--- config.mk ---
export PLATFORM = sky130hd
export DESIGN_NAME = grant_decoder
export DESIGN_NICKNAME = d
export VERILOG_FILES = /design/src/rtl/grant_decoder_pkg.sv /design/src/rtl/grant_decoder_onehot_decoder.sv /design/src/rtl/grant_decoder.sv
export SDC_FILE = /design/constraint.sdc
export NUM_CORES = 1
export LEC_CHECK = 0
export BUFFER_PORTS_ARGS = -buffer_cell sky130_fd_sc_hd__buf_4
export CAP_MARGIN = 20
export CORE_MARGIN = 2
export CORE_UTILIZATION = 50
export CTS_CLUSTER_SIZE = 40
export DETAILED_ROUTE_END_ITERATION = 12
export PLACE_DENSITY = 0.85
export SETUP_SLACK_MARGIN = 0.5
export SLEW_MARGIN = 30
export SYNTH_ARGS = -nofsm -noshare
export SYNTH_HDL_FRONTEND = slang
export SYNTH_SLANG_ARGS = --single-unit
--- constraint.sdc ---
create_clock -name i_clk -period 4.9 [get_ports i_clk]
set_input_delay 0.735 -clock i_clk [delete_from_list [all_inputs] [get_ports i_clk]]
set_output_delay 0.735 -clock i_clk [all_outputs]
set_load 0.005 [all_outputs]
--- src/rtl/grant_decoder_pkg.sv ---
// ---------------------------------------------------------------------------
// grant_decoder_pkg
// Shared scheduler definitions used by the grant decoder and its helpers.
//   state_t   : two-state FSM encoding for the grant path (IDLE, GRANT)
//   widths_ok : elaboration-time sanity check tying the index width to the
//               number of slots
// ---------------------------------------------------------------------------
package grant_decoder_pkg;

    // The grant path is either waiting for an index or holding a grant that
    // the target has not taken yet.
    typedef enum logic {
        IDLE  = 1'b0,
        GRANT = 1'b1
    } state_t;

    // True when the index width is exactly what is needed to address every
    // slot, and the slot count is one of the supported sizes.
    function automatic bit widths_ok(input int vectorWidth, input int ptrWidth);
        return (ptrWidth == $clog2(vectorWidth)) &&
               ((vectorWidth == 2) || (vectorWidth == 4) ||
                (vectorWidth == 8) || (vectorWidth == 16));
    endfunction

endpackage

--- src/rtl/grant_decoder_onehot_decoder.sv ---
// ---------------------------------------------------------------------------
// onehot_decoder
// Purely combinational index-to-one-hot decoder.
// Ports:
//   i_idx      in   PTR_WIDTH     slot index
//   o_onehot   out  VECTOR_WIDTH  1 << i_idx, all-zero when out of range
//   o_in_range out  1             i_idx addresses an existing slot
// ---------------------------------------------------------------------------
module onehot_decoder
    import grant_decoder_pkg::*;
#(
    parameter int VECTOR_WIDTH = 8,
    parameter int PTR_WIDTH    = 3
) (
    input  logic [PTR_WIDTH-1:0]    i_idx,
    output logic [VECTOR_WIDTH-1:0] o_onehot,
    output logic                    o_in_range
);

    // Compare the index against every slot number rather than shifting, so an
    // index beyond the last slot simply produces an all-zero vector.
    always_comb begin
        o_onehot = '0;
        for (int k = 0; k < VECTOR_WIDTH; k++) begin
            o_onehot[k] = (32'(i_idx) == 32'(k));
        end
    end

    // Only meaningful for configurations where the index can exceed the slot
    // count; with matched widths this is constant true.
    assign o_in_range = (32'(i_idx) < 32'(VECTOR_WIDTH));

endmodule

--- src/rtl/grant_decoder.sv ---
// ---------------------------------------------------------------------------
// grant_decoder
// Turns the scheduler's selected slot index into a registered one-hot grant
// for the per-bank command queues, holds it until acknowledged, and tracks
// which slots still have an outstanding grant so the encoder can mask them.
// Ports:
//   i_clk          in   1               clock, rising edge
//   i_rst          in   1               synchronous active-high reset
//   i_idx          in   PTR_WIDTH       slot index to grant
//   i_valid        in   1               i_idx is valid
//   o_ready        out  1               an index can be accepted this cycle
//   o_grant        out  VECTOR_WIDTH    registered one-hot grant, zero when idle
//   o_grant_valid  out  1               a grant is pending
//   i_grant_ack    in   1               target has taken the current grant
//   i_done         in   VECTOR_WIDTH    per-slot completion pulses
//   o_busy         out  VECTOR_WIDTH    slots with an outstanding grant
//   o_outstanding  out  PTR_WIDTH+1     number of busy slots
//   o_err          out  1               one-cycle pulse for a rejected index
// ---------------------------------------------------------------------------
module grant_decoder
    import grant_decoder_pkg::*;
#(
    parameter int VECTOR_WIDTH = 8,
    parameter int PTR_WIDTH    = 3
) (
    input  logic                    i_clk,
    input  logic                    i_rst,
    input  logic [PTR_WIDTH-1:0]    i_idx,
    input  logic                    i_valid,
    output logic                    o_ready,
    output logic [VECTOR_WIDTH-1:0] o_grant,
    output logic                    o_grant_valid,
    input  logic                    i_grant_ack,
    input  logic [VECTOR_WIDTH-1:0] i_done,
    output logic [VECTOR_WIDTH-1:0] o_busy,
    output logic [PTR_WIDTH:0]      o_outstanding,
    output logic                    o_err
);

    localparam int CountWidth = PTR_WIDTH + 1;

    // Refuse to elaborate with an index width that cannot address the slots
    // exactly; a mismatch would silently alias or strand slots.
    if (!widths_ok(VECTOR_WIDTH, PTR_WIDTH)) begin : g_bad_widths
        $error("grant_decoder: PTR_WIDTH must equal $clog2(VECTOR_WIDTH) with VECTOR_WIDTH in {2,4,8,16}");
    end

    state_t                  r_state;
    logic [VECTOR_WIDTH-1:0] r_grant;
    logic                    r_grantValid;
    logic [VECTOR_WIDTH-1:0] r_busy;
    logic [CountWidth-1:0]   r_outstanding;
    logic                    r_err;

    logic [VECTOR_WIDTH-1:0] w_onehot;
    logic                    w_inRange;
    logic [VECTOR_WIDTH-1:0] w_effBusy;
    logic                    w_accept;
    logic                    w_legal;
    logic                    w_reject;
    logic [VECTOR_WIDTH-1:0] w_setOnehot;
    logic [VECTOR_WIDTH-1:0] w_busyNext;
    logic [CountWidth-1:0]   w_countNext;

    onehot_decoder #(
        .VECTOR_WIDTH (VECTOR_WIDTH),
        .PTR_WIDTH    (PTR_WIDTH)
    ) u_onehot_decoder (
        .i_idx      (i_idx),
        .o_onehot   (w_onehot),
        .o_in_range (w_inRange)
    );

    // Ready follows the ack combinationally so a new index can be taken in
    // the same cycle the current grant is acknowledged, giving one grant per
    // cycle when the target keeps up.
    assign o_ready = (r_state == IDLE) || ((r_state == GRANT) && i_grant_ack);

    // A slot finishing this cycle is already free for a new grant, so the
    // legality check sees busy with this cycle's done bits removed.
    assign w_effBusy   = r_busy & ~i_done;
    assign w_accept    = i_valid && o_ready;
    assign w_legal     = w_accept && w_inRange && !(|(w_effBusy & w_onehot));
    assign w_reject    = w_accept && !w_legal;
    assign w_setOnehot = w_legal ? w_onehot : '0;
    assign w_busyNext  = w_effBusy | w_setOnehot;

    // Count the slots that will be busy after this edge so the registered
    // count always matches the registered busy vector.
    always_comb begin
        w_countNext = '0;
        for (int k = 0; k < VECTOR_WIDTH; k++) begin
            w_countNext = w_countNext + CountWidth'(w_busyNext[k]);
        end
    end

    // Grant FSM plus busy tracking. A rejected index is consumed without
    // touching grant or busy, but if it arrives alongside an ack the current
    // grant is still released because the target has taken it.
    always_ff @(posedge i_clk) begin
        if (i_rst) begin
            r_state       <= IDLE;
            r_grant       <= '0;
            r_grantValid  <= 1'b0;
            r_busy        <= '0;
            r_outstanding <= '0;
            r_err         <= 1'b0;
        end else begin
            r_err         <= w_reject;
            r_busy        <= w_busyNext;
            r_outstanding <= w_countNext;
            case (r_state)
                IDLE: begin
                    if (w_legal) begin
                        r_grant      <= w_onehot;
                        r_grantValid <= 1'b1;
                        r_state      <= GRANT;
                    end
                end
                GRANT: begin
                    if (i_grant_ack) begin
                        if (w_legal) begin
                            r_grant      <= w_onehot;
                            r_grantValid <= 1'b1;
                        end else begin
                            r_grant      <= '0;
                            r_grantValid <= 1'b0;
                            r_state      <= IDLE;
                        end
                    end
                end
                default: begin
                    r_grant      <= '0;
                    r_grantValid <= 1'b0;
                    r_state      <= IDLE;
                end
            endcase
        end
    end

    assign o_grant       = r_grant;
    assign o_grant_valid = r_grantValid;
    assign o_busy        = r_busy;
    assign o_outstanding = r_outstanding;
    assign o_err         = r_err;

endmodule

==> results of run 1 <==
## cell type report
cell class,count,area [um2]
Clock buffer,3,22.5
Clock inverter,1,5.00
Fill cell,202,737
Inverter,10,37.5
Multi-Input combinational cell,79,672
Sequential cell,23,460
Tap cell,28,35.0
Timing Repair Buffer,38,285
## cells by family (layout without fill, tap and decap cells)
group / after synthesis / count (layout) / synth area share, %
AOI/OAI and AO/OA: 23 / 23 / 19.9
xor gates and xnor gates: 1 / 1 / 0.727
adders and majority gates: 7 / 7 / 9.76
buffers and inverters: 15 / 52 / 6.02
DFF: 23 / 23 / 38.2
muxes: 1 / 1 / 1.87
and+or+nand+nor: 47 / 47 / 23.5
## registers in the layout, summed over array words and instances, names as in the netlist
register       flops
o_grant_valid      1
o_err              1
o_grant            8
o_outstanding      4
o_busy             8
r_state            1
## power by group through the flow
stage,logic (mW),registers [mW],clock network [mW]
after floorplan,0.0398,0.201,0
after global routing,0.0736,0.197,0.0966
final,0.0667,0.197,0.0891
after CTS,0.0670,0.197,0.0888
after global placement,0.0645,0.200,0
after detailed placement,0.0664,0.201,0
## per-layer routing
| layer | wire [um] | vias up |
|---|---|---|
| met5 | 0 | - |
| met4 | 36 | 0 |
| met3 | 116 | 6 |
| met2 | 1380 | 26 |
| met1 | 1090 | 475 |
| li1 | - | 483 |
## path summary, 6_finish.rpt
| path | start | to | slack (ns) | cells past startpoint |
|---|---|---|---|---|
| max reg2reg | o_busy[6]$_SDFF_PP0_ | o_outstanding[2]$_SDFF_PP0_ | 0.90 | 15 |
| min reg2reg | o_grant[4]$_SDFFE_PP0P_ | o_grant[4]$_SDFFE_PP0P_ | 0.48 | 1 |
| max | i_idx[2] | o_outstanding[2]$_SDFF_PP0_ | 0.69 | 15 |
| min | o_grant[4]$_SDFFE_PP0P_ | o_grant[4]$_SDFFE_PP0P_ | 0.48 | 1 |
## cells in the final DEF, fill, tap and decap left out
cell type	instances
clkinv_2	1
a31o_2	1
nand4_4	2
o221ai_4	1
dfxtp_1	23
a2bb2oi_1	1
fa_1	4
nor2_1	11
nand2_1	8
nand2b_1	5
xor2_1	1
a32o_1	4
nor2b_1	7
clkbuf_4	3
nand3b_1	1
nor3b_1	2
ha_1	3
and3_1	1
and2_1	2
buf_4	38
mux4_2	1
o2bb2ai_1	4
or2_2	1
a32oi_2	2
inv_1	10
o311ai_1	1
nand4b_1	1
a221oi_4	1
a41oi_1	1
a21oi_1	4
a21oi_2	2
a21o_1	1
and2b_1	1
and2b_4	1
nor3_1	4
## critical path, stage by stage
cell and delay, ns:
buf_4 0.20, mux4_2 0.55, o221ai_4 0.27, a21oi_1 0.18
fa_1 0.56, inv_1 0.05, fa_1 0.50, inv_1 0.05
fa_1 0.45, inv_1 0.07, ha_1 0.16, inv_1 0.05
fa_1 0.37, xor2_1 0.16, nor2_1 0.05
## through the flow
stage          setup slack (ns)  hold slack, ns  power [mW]  cells
2_1_floorplan             0.631           0.453       0.241    117
3_3_place_gp              0.429           0.447       0.265    178
3_5_place_dp              0.310           0.455       0.267    178
4_1_cts                   0.636           0.482       0.352    182
5_1_grt                   0.527           0.492       0.367    182
6_report                  0.694           0.478       0.352    182
==> metrics.csv, run 1 <==
metric,value,unit
status,finished clean,
Post-synth EDFFs,0,
Max Clock Skew,0.00513,ns
CP startpoint kind,input pin,
share of layout cells above drive strength 1,35.1,%
M2 GR Usage,37.3,%
Clk pwr share,25.3,%
f_max,238,MHz
crit path max fanout,15,
most common cell in the netlist,dfxtp_1,
Comb pwr share,18.9,%
Pleak,0.677,nW
DR vias/cell,5.44,
Wirelength per Cell,14.4,um
area of the mapped netlist,1200,um2
syn avg cell area,10.3,um2
max_slew headroom,70.8,%
input/output buffers,37,
"Async S/R FF share, synth",0,%
H-Tree Level Count,1,
switching power of the nets,0.0977,mW
Final Hold Fails,0,
Initial Util,53.4,%
worst min-delay path category,flop to flop,
placed instance area,1490,um2
largest cells by area after synthesis,"dfxtp_1 (38%), fa_1 (6.6%), nor2b_1 (3.6%), nand4_4 (3.5%), nor2_1 (3.4%)",
Worst Setup End Kind,flop,
total CTS buffers,3,
"Seq/Total Area, Yosys",38.2,%
post-detailed-route count of antenna-violating nets,0,
root buffer cell,clkbuf_4,
remaining global-route overflow,0,
Syn-to-layout area delta,26.0,%
Post-synth top cells,"dfxtp_1 (23), nor2_1 (11), inv_1 (10)",
max_cap viols,0,
routability cong.,0.817,
CTS Sinks,23,
Die X,53.1,um
CTS tree,built,
"flops & latches, synth",23,
final core occ,67.3,%
WP data arrival,4.42,ns
Final setup viols,0,
Netlist cell types,36,
vias,990,
met3 Use GR,3.39,%
post-synth net total,139,
sw frac,27.7,%
largest area contributor in the netlist,dfxtp_1,
Final Cycle Share,85.8,%
Detailed Route WL,2620,um
sequential share of power,55.8,%
Synth Warn #,0,
pin count of the biggest net entering global routing,20,
Post-synth top flop,dfxtp_1,
CP required,5.11,ns
drt first pass iters,4,
Core Region,2250,um2
slew at the pin closest to its max-slew limit,0.438,ns
clock latency on the worst-skew pair,0.31,ns
post_cts resized,0,
maximum VDD drop,158,uV
I/O Pins,38,
met1 usage,25.2,%
RSZ-0062 raised after global routing,no,
Total GRT Usage,20.7,%
"CTS clk-pin slew, worst paths",0.13,ns
area share of the largest cell type after synthesis,38.2,%
die area,2820,um2
initial antenna violation count,0,
vias in the first global route,971,
Gate Count Post-Synth,117,
setup bufs post-CTS,0,
post-route cell area,1520,um2
ant diodes,0,
total negative slack,0,ns
NumNets Final,177,
Tmin final,4.21,ns
Clock Tree Buf Depth,2,
first-pass GRT wire length,4280,um
row count,17,
dpl hpwl,2070,um
Final Max Slew Viols,0,
Most Crowded Layer GR,met2,
Int Power,0.255,mW
Power Dens Cells,232,nW/um2
DR DRC count,0,
Die H,53.1,um
Initial DRC Count,23,
Setup Crit Path Kind,input pin to flop,
"Hold-fix buffers, CTS",0,
Power figures use the tool's default switching activity.
==> inputs of run 2 (changes only) <==
--- a/config.mk
+++ b/config.mk
@@ -5,13 +5,12 @@
 export SDC_FILE = /design/constraint.sdc
 export NUM_CORES = 1
 export LEC_CHECK = 0
-export BUFFER_PORTS_ARGS = -buffer_cell sky130_fd_sc_hd__buf_4
 export CAP_MARGIN = 20
-export CORE_MARGIN = 2
-export CORE_UTILIZATION = 50
-export CTS_CLUSTER_SIZE = 40
+export CORE_MARGIN = 5
+export CORE_UTILIZATION = 61
 export DETAILED_ROUTE_END_ITERATION = 12
-export PLACE_DENSITY = 0.85
+export DONT_BUFFER_PORTS = 1
+export PLACE_DENSITY = 0.84
 export SETUP_SLACK_MARGIN = 0.5
 export SLEW_MARGIN = 30
 export SYNTH_ARGS = -nofsm -noshare
==> run 2 against run 1 <==
- fmax grew 1.4%
- final cell count decreased by 21%
- clock power is essentially flat
- first-iteration DRC count shrank 74%
- hold slack got worse by 0.014 ns
- core utilization fell by 2.9 points
==> metrics.csv, run 2 (synthesis results as in run 1) <==
metric,value,unit,change
status,finished clean,,
setup bufs post-CTS,0,,unchanged
Inst Count DP,140,,-21%
Core Region,1920,um2,-15%
slew at the pin closest to its max-slew limit,0.447,ns,+0.00981 ns
most frequent cells in the layout,"dfxtp_1 (23), nor2_1 (11), inv_1 (10)",,
f_max,241,MHz,+1.4%
Final Max Slew Viols,0,,unchanged
routability cong.,0.826,,+1.2%
Final setup viols,0,,unchanged
Setup Crit Path Kind,flop to flop,,
post_cts resized,0,,unchanged
Worst R2R Path Depth,15,,unchanged
dpl hpwl,2020,um,-2.4%
maximum VDD drop,156,uV,-1.8%
worst min-delay path category,input pin to flop,,
DR vias/cell,6.03,,+11%
max_cap viols,0,,unchanged
Total GRT Usage,19.4,%,-1.3 points
Syn-to-layout area delta,2.80,%,
input/output buffers,0,,-100%
Wirelength per Cell,17.7,um,+23%
DRT met1 WL,1010,um,-7.1%
CP required,5.13,ns,+0.02 ns
first-pass GRT wire length,4130,um,-3.6%
post-route cell area,1240,um2,-18%
CTS Sinks,23,,unchanged
Die H,54.4,um,+2.6%
I/O Pins,38,,unchanged
Initial Util,62.7,%,+9.3 points
pin count of the biggest net entering global routing,20,,unchanged
root buffer cell,clkbuf_4,,
Clock Tree Buf Depth,2,,unchanged
Pleak,0.487,nW,-28%
NumNets Final,140,,-21%
remaining global-route overflow,0,,unchanged
Final Cycle Share,84.6,%,-1.2 points
Non-Filler Instances,144,,-21%
CP startpoint kind,flop,,
met3 wire length,154,um,+33%
drt first pass iters,4,,unchanged
Max Clock Skew,0.00639,ns,+0.00126 ns
vias in the first global route,888,,-8.5%
Critical Path Sink,o_outstanding[2]$_SDFF_PP0_,,
die area,2960,um2,+5.2%
Die X,54.4,um,+2.6%
crit path max fanout,10,,-5
final core occ,64.5,%,-2.9 points
"Hold-fix buffers, CTS",0,,unchanged
H-Tree Level Count,1,,unchanged
Reg2Reg Capture Point,o_outstanding[2]$_SDFF_PP0_,,
met2 wire length,1330,um,-3.5%
top sig layer,met4,,
vias,868,,-12%
Crit. Startpoint,o_busy[6]$_SDFF_PP0_,,
R2R Setup Slk,0.75,ns,-0.15 ns
total CTS buffers,3,,unchanged
Power Dens Cells,266,nW/um2,+14%
post-detailed-route count of antenna-violating nets,0,,unchanged
Worst Setup End Kind,flop,,
Final Hold Fails,0,,unchanged
reg2reg start,o_busy[6]$_SDFF_PP0_,,
"CTS clk-pin slew, worst paths",0.13,ns,about the same
CTS tree,built,,
ant diodes,0,,unchanged
DR DRC count,0,,unchanged
row count,16,,-1
"commonest non-fill, non-tap cell in the layout",dfxtp_1,,
Pwr Total,0.329,mW,-6.6%
share of layout cells above drive strength 1,14.5,%,-21 points
Detailed Route WL,2550,um,-2.8%
initial antenna violation count,0,,unchanged
total negative slack,0,ns,unchanged
Initial DRC Count,6,,-74%
placed instance area,1210,um2,-19%
Tmin final,4.15,ns,-0.0581 ns
RSZ-0062 raised after global routing,no,,
WP data arrival,4.38,ns,-0.04 ns
max_slew headroom,69.7,%,-1.1 points
clock latency on the worst-skew pair,0.31,ns,about the same
-- run 2: changes by cell type in the layout (fill, tap and decap cells not counted), sizes merged --
| cell | previous run | this run |
|---|---|---|
| buf | 38 | 1 |
-- run 2: worst min path at each step --
stage | to | from | slack [ns] | depth (start not counted)
after detailed placement | o_grant_valid$_SDFFE_PP0P_ | o_grant_valid$_SDFFE_PP0P_ | 0.47 | 2
final | o_grant_valid$_SDFFE_PP0P_ | i_rst | 0.46 | 1
after floorplan | o_grant_valid$_SDFFE_PP0P_ | o_grant_valid$_SDFFE_PP0P_ | 0.45 | 2
after global routing | o_busy[7]$_SDFF_PP0_ | i_rst | 0.45 | 1
after global placement | o_grant_valid$_SDFFE_PP0P_ | o_grant_valid$_SDFFE_PP0P_ | 0.46 | 2
after CTS | o_grant_valid$_SDFFE_PP0P_ | i_rst | 0.45 | 1
-- run 2: metrics by stage --
step                      hold WS, ns  worst slack (ns)
after global placement          0.461             0.534
after global routing            0.446             0.516
after floorplan                 0.453             0.631
final                           0.464             0.753
after CTS                       0.453             0.756
after detailed placement        0.465             0.468
-- run 2: power by group --
| group | total [mW] | switching, mW | internal [mW] | leakage, nW |
|---|---|---|---|---|
| clock | 0.0891 | 0.0586 | 0.0305 | 0.0177 |
| sequential | 0.198 | 0.00481 | 0.193 | 0.187 |
| combinational | 0.0420 | 0.0242 | 0.0178 | 0.282 |
-- run 2: final cells by class --
cell class	instances	area (um2)
fill	163	683
multi-input combinational	79	672
sequential	23	460
inverter	10	37.5
tap	27	33.8
clock buffer	3	22.5
timing repair buffer	1	7.51
clock inverter	1	5.00
-- run 2: routing by layer --
metal  track usage (%)  up-vias
li1                  -      409
met1              22.6      426
met2              32.9       24
met3              4.63        9
met4              9.96        0
met5                 0        -
-- run 2: critical path: stages, from the launching register on --
cell and delay (ns):
dfxtp_1 0.35, nor2b_1 0.15, mux4_2 0.50, o221ai_4 0.39, a21oi_1 0.20, fa_1 0.57
inv_1 0.06, fa_1 0.51, inv_1 0.06, fa_1 0.46, inv_1 0.07, ha_1 0.16
inv_1 0.05, fa_1 0.37, xor2_1 0.14, nor2_1 0.05
==> inputs of run 3 (changes only) <==
--- a/config.mk
+++ b/config.mk
@@ -5,12 +5,13 @@
 export SDC_FILE = /design/constraint.sdc
 export NUM_CORES = 1
 export LEC_CHECK = 0
+export ABC_AREA = 1
 export CAP_MARGIN = 20
 export CORE_MARGIN = 5
-export CORE_UTILIZATION = 61
+export CORE_UTILIZATION = 55
 export DETAILED_ROUTE_END_ITERATION = 12
 export DONT_BUFFER_PORTS = 1
-export PLACE_DENSITY = 0.84
+export PLACE_DENSITY = 0.8
 export SETUP_SLACK_MARGIN = 0.5
 export SLEW_MARGIN = 30
 export SYNTH_ARGS = -nofsm -noshare
==> constraint.sdc (replaced) <==
create_clock -name i_clk -period 3.4 [get_ports i_clk]
set_input_delay 0.51 -clock i_clk [delete_from_list [all_inputs] [get_ports i_clk]]
set_output_delay 0.51 -clock i_clk [all_outputs]
set_load 0.005 [all_outputs]
==> run 3 against run 2 <==
- sequential power is 44% higher
- clock-buffer cell count stayed put
- hold slack worse by 0.24 ns
- wire length is 44% higher
- the run now ends with negative setup slack left
- non-clock buffer count is 36 higher
- core utilization is 16 points higher
- total power is 56% higher
==> metrics.csv, run 3 <==
metric,value,unit,change
initial antenna violation count,0,,unchanged
Pleak,0.801,nW,+65%
Final Cycle Share,104,%,+19 points
largest family of logic cells by synthesized area,simple AND/OR/NAND/NOR gates,,
area share of the largest cell type after synthesis,37.2,%,-1.0 points
"commonest non-fill, non-tap cell in the layout",buf_4,,
Int Power,0.367,mW,+52%
RSZ-0062 raised after global routing,yes,,
largest area contributor in the netlist,dfxtp_1,,
fillcell total,133,,-18%
row count,17,,+1
status,finished with violations,,
slew at the pin closest to its max-slew limit,0.341,ns,-0.107 ns
Initial DRC Count,45,,+39
f_max,283,MHz,+17%
Total GRT Usage,23.0,%,+3.6 points
Pwr Total,0.513,mW,+56%
"flops & latches, synth",23,,unchanged
NumNets Final,217,,+55%
CP startpoint kind,flop,,
WP data arrival,3.81,ns,-0.57 ns
final core occ,80.6,%,+16 points
failing checks,negative setup slack,,
syn avg cell area,7.93,um2,-23%
post-synth net total,178,,+28%
total negative slack,-0.319,ns,-0.319 ns
Wirelength per Cell,16.5,um,-6.6%
"Hold-fix buffers, CTS",0,,unchanged
I/O Pins,38,,unchanged
DR DRC count,0,,unchanged
Max Clock Skew,0.0121,ns,+0.00574 ns
Netlist cell types,24,,-33%
Post-Synth XOR/XNOR Area,0.708,%,-0.019 points
simple-gate share of the synthesized area,32.0,%,+8.5 points
Compound-Gate Fraction of Synth Area,9.30,%,-11 points
drt first pass iters,5,,+1
Gate Count Post-Synth,156,,+33%
Final Hold Fails,0,,unchanged
sequential share of power,55.7,%,-4.5 points
Setup Crit Path Kind,flop to flop,,
Post-synth EDFFs,0,,unchanged
crit-path cells,inv_2 > nor2_4 > nand3_2 > nand2_4 > nor2_8 > nand4_2 > and2_4 > fa_1 > inv_2 > fa_1 > inv_1 > fa_2 > inv_2 > ha_4 > inv_2 > fa_2 > nor2_2,,
Post-synth top flop,dfxtp_1,,
Core Region,2170,um2,+13%
routability cong.,0.829,,+0.33%
CTS tree,built,,
CP required,3.68,ns,-1.45 ns
worst min-delay path category,input pin to flop,,
Power Dens Cells,293,nW/um2,+10%
Synth Warn #,0,,unchanged
Non-Filler Instances,222,,+54%
placed instance area,1550,um2,+28%
post-synthesis mux area share,0,%,-1.9 points
Inst Count DP,210,,+50%
remaining global-route overflow,0,,unchanged
Crit path top cell by count,inv_2,,
H-Tree Level Count,1,,unchanged
Worst Setup End Kind,flop,,
Worst path slowest cell,fa_2,,
ant diodes,0,,unchanged
Final Max Slew Viols,0,,unchanged
maximum VDD drop,325,uV,+110%
area of the mapped netlist,1240,um2,+2.7%
vias,1244,,+43%
most frequent cells in the layout,"buf_4 (36), inv_1 (22), a21oi_1 (17)",,
max_slew headroom,77.2,%,+7.5 points
post-detailed-route count of antenna-violating nets,0,,unchanged
most common cell in the netlist,inv_1,,
vias in the first global route,1292,,+45%
switching power of the nets,0.146,mW,+66%
crit path max fanout,3,,-7
first-pass GRT wire length,5780,um,+40%
Die X,57.4,um,+5.5%
Clock Tree Buf Depth,2,,unchanged
final worst slack,-0.136,ns,-0.888 ns
CTS Sinks,23,,unchanged
post-route cell area,1750,um2,+41%
pin count of the biggest net entering global routing,24,,+20%
Synth Area in Adders,9.50,%,-0.26 points
Post-synth top cells,"inv_1 (33), dfxtp_1 (23), a21oi_1 (18), nand2_1 (18), nor2_1 (14)",,
Syn-to-layout area delta,41.4,%,
share of layout cells above drive strength 1,52.1,%,+38 points
Initial Util,57.0,%,-5.7 points
root buffer cell,clkbuf_4,,
Tmin final,3.54,ns,-0.612 ns
clock latency on the worst-skew pair,0.32,ns,about the same
"Seq/Total Area, Yosys",37.2,%,-1.0 points
Detailed Route WL,3670,um,+44%
DR vias/cell,5.60,,-7.0%
Final setup viols,3,,+3
total CTS buffers,3,,unchanged
CP max stage delay,0.54,ns,-0.03 ns
"Async S/R FF share, synth",0,%,unchanged
sw frac,28.4,%,+1.8 points
dpl hpwl,2420,um,+19%
input/output buffers,0,,unchanged
die area,3300,um2,+11%
Comb pwr share,18.8,%,+6.0 points
largest cells by area after synthesis,"dfxtp_1 (37%), inv_1 (10%), a21oi_1 (7.3%), fa_1 (6.5%), nand2_1 (5.5%)",,
Die H,57.4,um,+5.5%
Clk pwr share,25.5,%,-1.6 points
max_cap viols,0,,unchanged
"CTS clk-pin slew, worst paths",0.14,ns,about the same
[run 3: cell types whose count changed after synthesis, sizes merged, moves of 5 or more]
cell / previous run / this run
a21oi: 6 / 18
nand2b: 5 / 0
nand4: 2 / 9
nand3: 0 / 13
nor2b: 7 / 0
inv: 10 / 34
nand2: 8 / 22
nor2: 11 / 18
[run 3: final cells by class]
type | instances | area [um2] | area share, %
multi-input combinational | 96 | 803 | 45.9
sequential | 23 | 469 | 26.8
timing repair buffer | 37 | 282 | 16.1
inverter | 34 | 133 | 7.58
tap | 28 | 35.0 | 2.00
clock buffer | 3 | 22.5 | 1.29
clock inverter | 1 | 5.00 | 0.286
[run 3: worst max-delay path, delay by kind of cell (launching register included)]
kind | cells | cell delay, ns
fa+ha+maj | 5 | 2.10
simple gates | 7 | 0.79
flops | 1 | 0.35
buf+inv | 5 | 0.26
[run 3: cell families after synthesis]
| group | count (synthesis) |
|---|---|
| AOI/OAI and AO/OA | 22 |
| adders and majority gates | 7 |
| xor gates and xnor gates | 1 |
| and+or+nand+nor | 66 |
| buffers and inverters | 37 |
| DFF | 23 |
[run 3: power by group through the flow]
stage	combinational (mW)	clock (mW)	sequential, mW
finish	0.0962	0.131	0.286
global placement	0.0766	0	0.291
CTS	0.0884	0.133	0.286
detailed placement	0.0803	0	0.292
global route	0.105	0.153	0.287
floorplan	0.0560	0	0.290
[run 3: final timing paths]
path	start	endpoint	slack [ns]	cells after the start
setup / recovery	o_busy[2]$_SDFF_PP0_	o_outstanding[1]$_SDFF_PP0_	-0.14	17
hold / removal	i_rst	o_outstanding[1]$_SDFF_PP0_	0.23	1
setup reg to reg	o_busy[2]$_SDFF_PP0_	o_outstanding[1]$_SDFF_PP0_	-0.14	17
hold reg to reg	o_grant_valid$_SDFFE_PP0P_	o_grant_valid$_SDFFE_PP0P_	0.49	2
[run 3: per-stage QoR]
stage | worst slack [ns] | hold WS (ns)
global route | -0.279 | 0.191
CTS | -0.0774 | 0.225
finish | -0.136 | 0.226
detailed placement | -0.339 | 0.476
floorplan | -0.224 | 0.462
global placement | -0.238 | 0.476
[run 3: what timing repair did]
item | 4_1_cts | 5_1_grt
setup buffers | 5 | 3
pin swaps | 7 | 5
endpoints found under the setup margin | 4 | 4
gates resized for setup | 32 | 6
[run 3: metal layers]
| metal | up-vias | routed length (um) | part of all wire, % | track usage [%] |
|---|---|---|---|---|
| li1 | 577 | - | - | - |
| met1 | 592 | 1280 | 35 | 23.1 |
| met2 | 59 | 2000 | 55 | 42.4 |
| met3 | 16 | 241 | 6.6 | 6.33 |
| met4 | 0 | 145 | 4.0 | 12.3 |
| met5 | - | 0 | 0 | 0 |
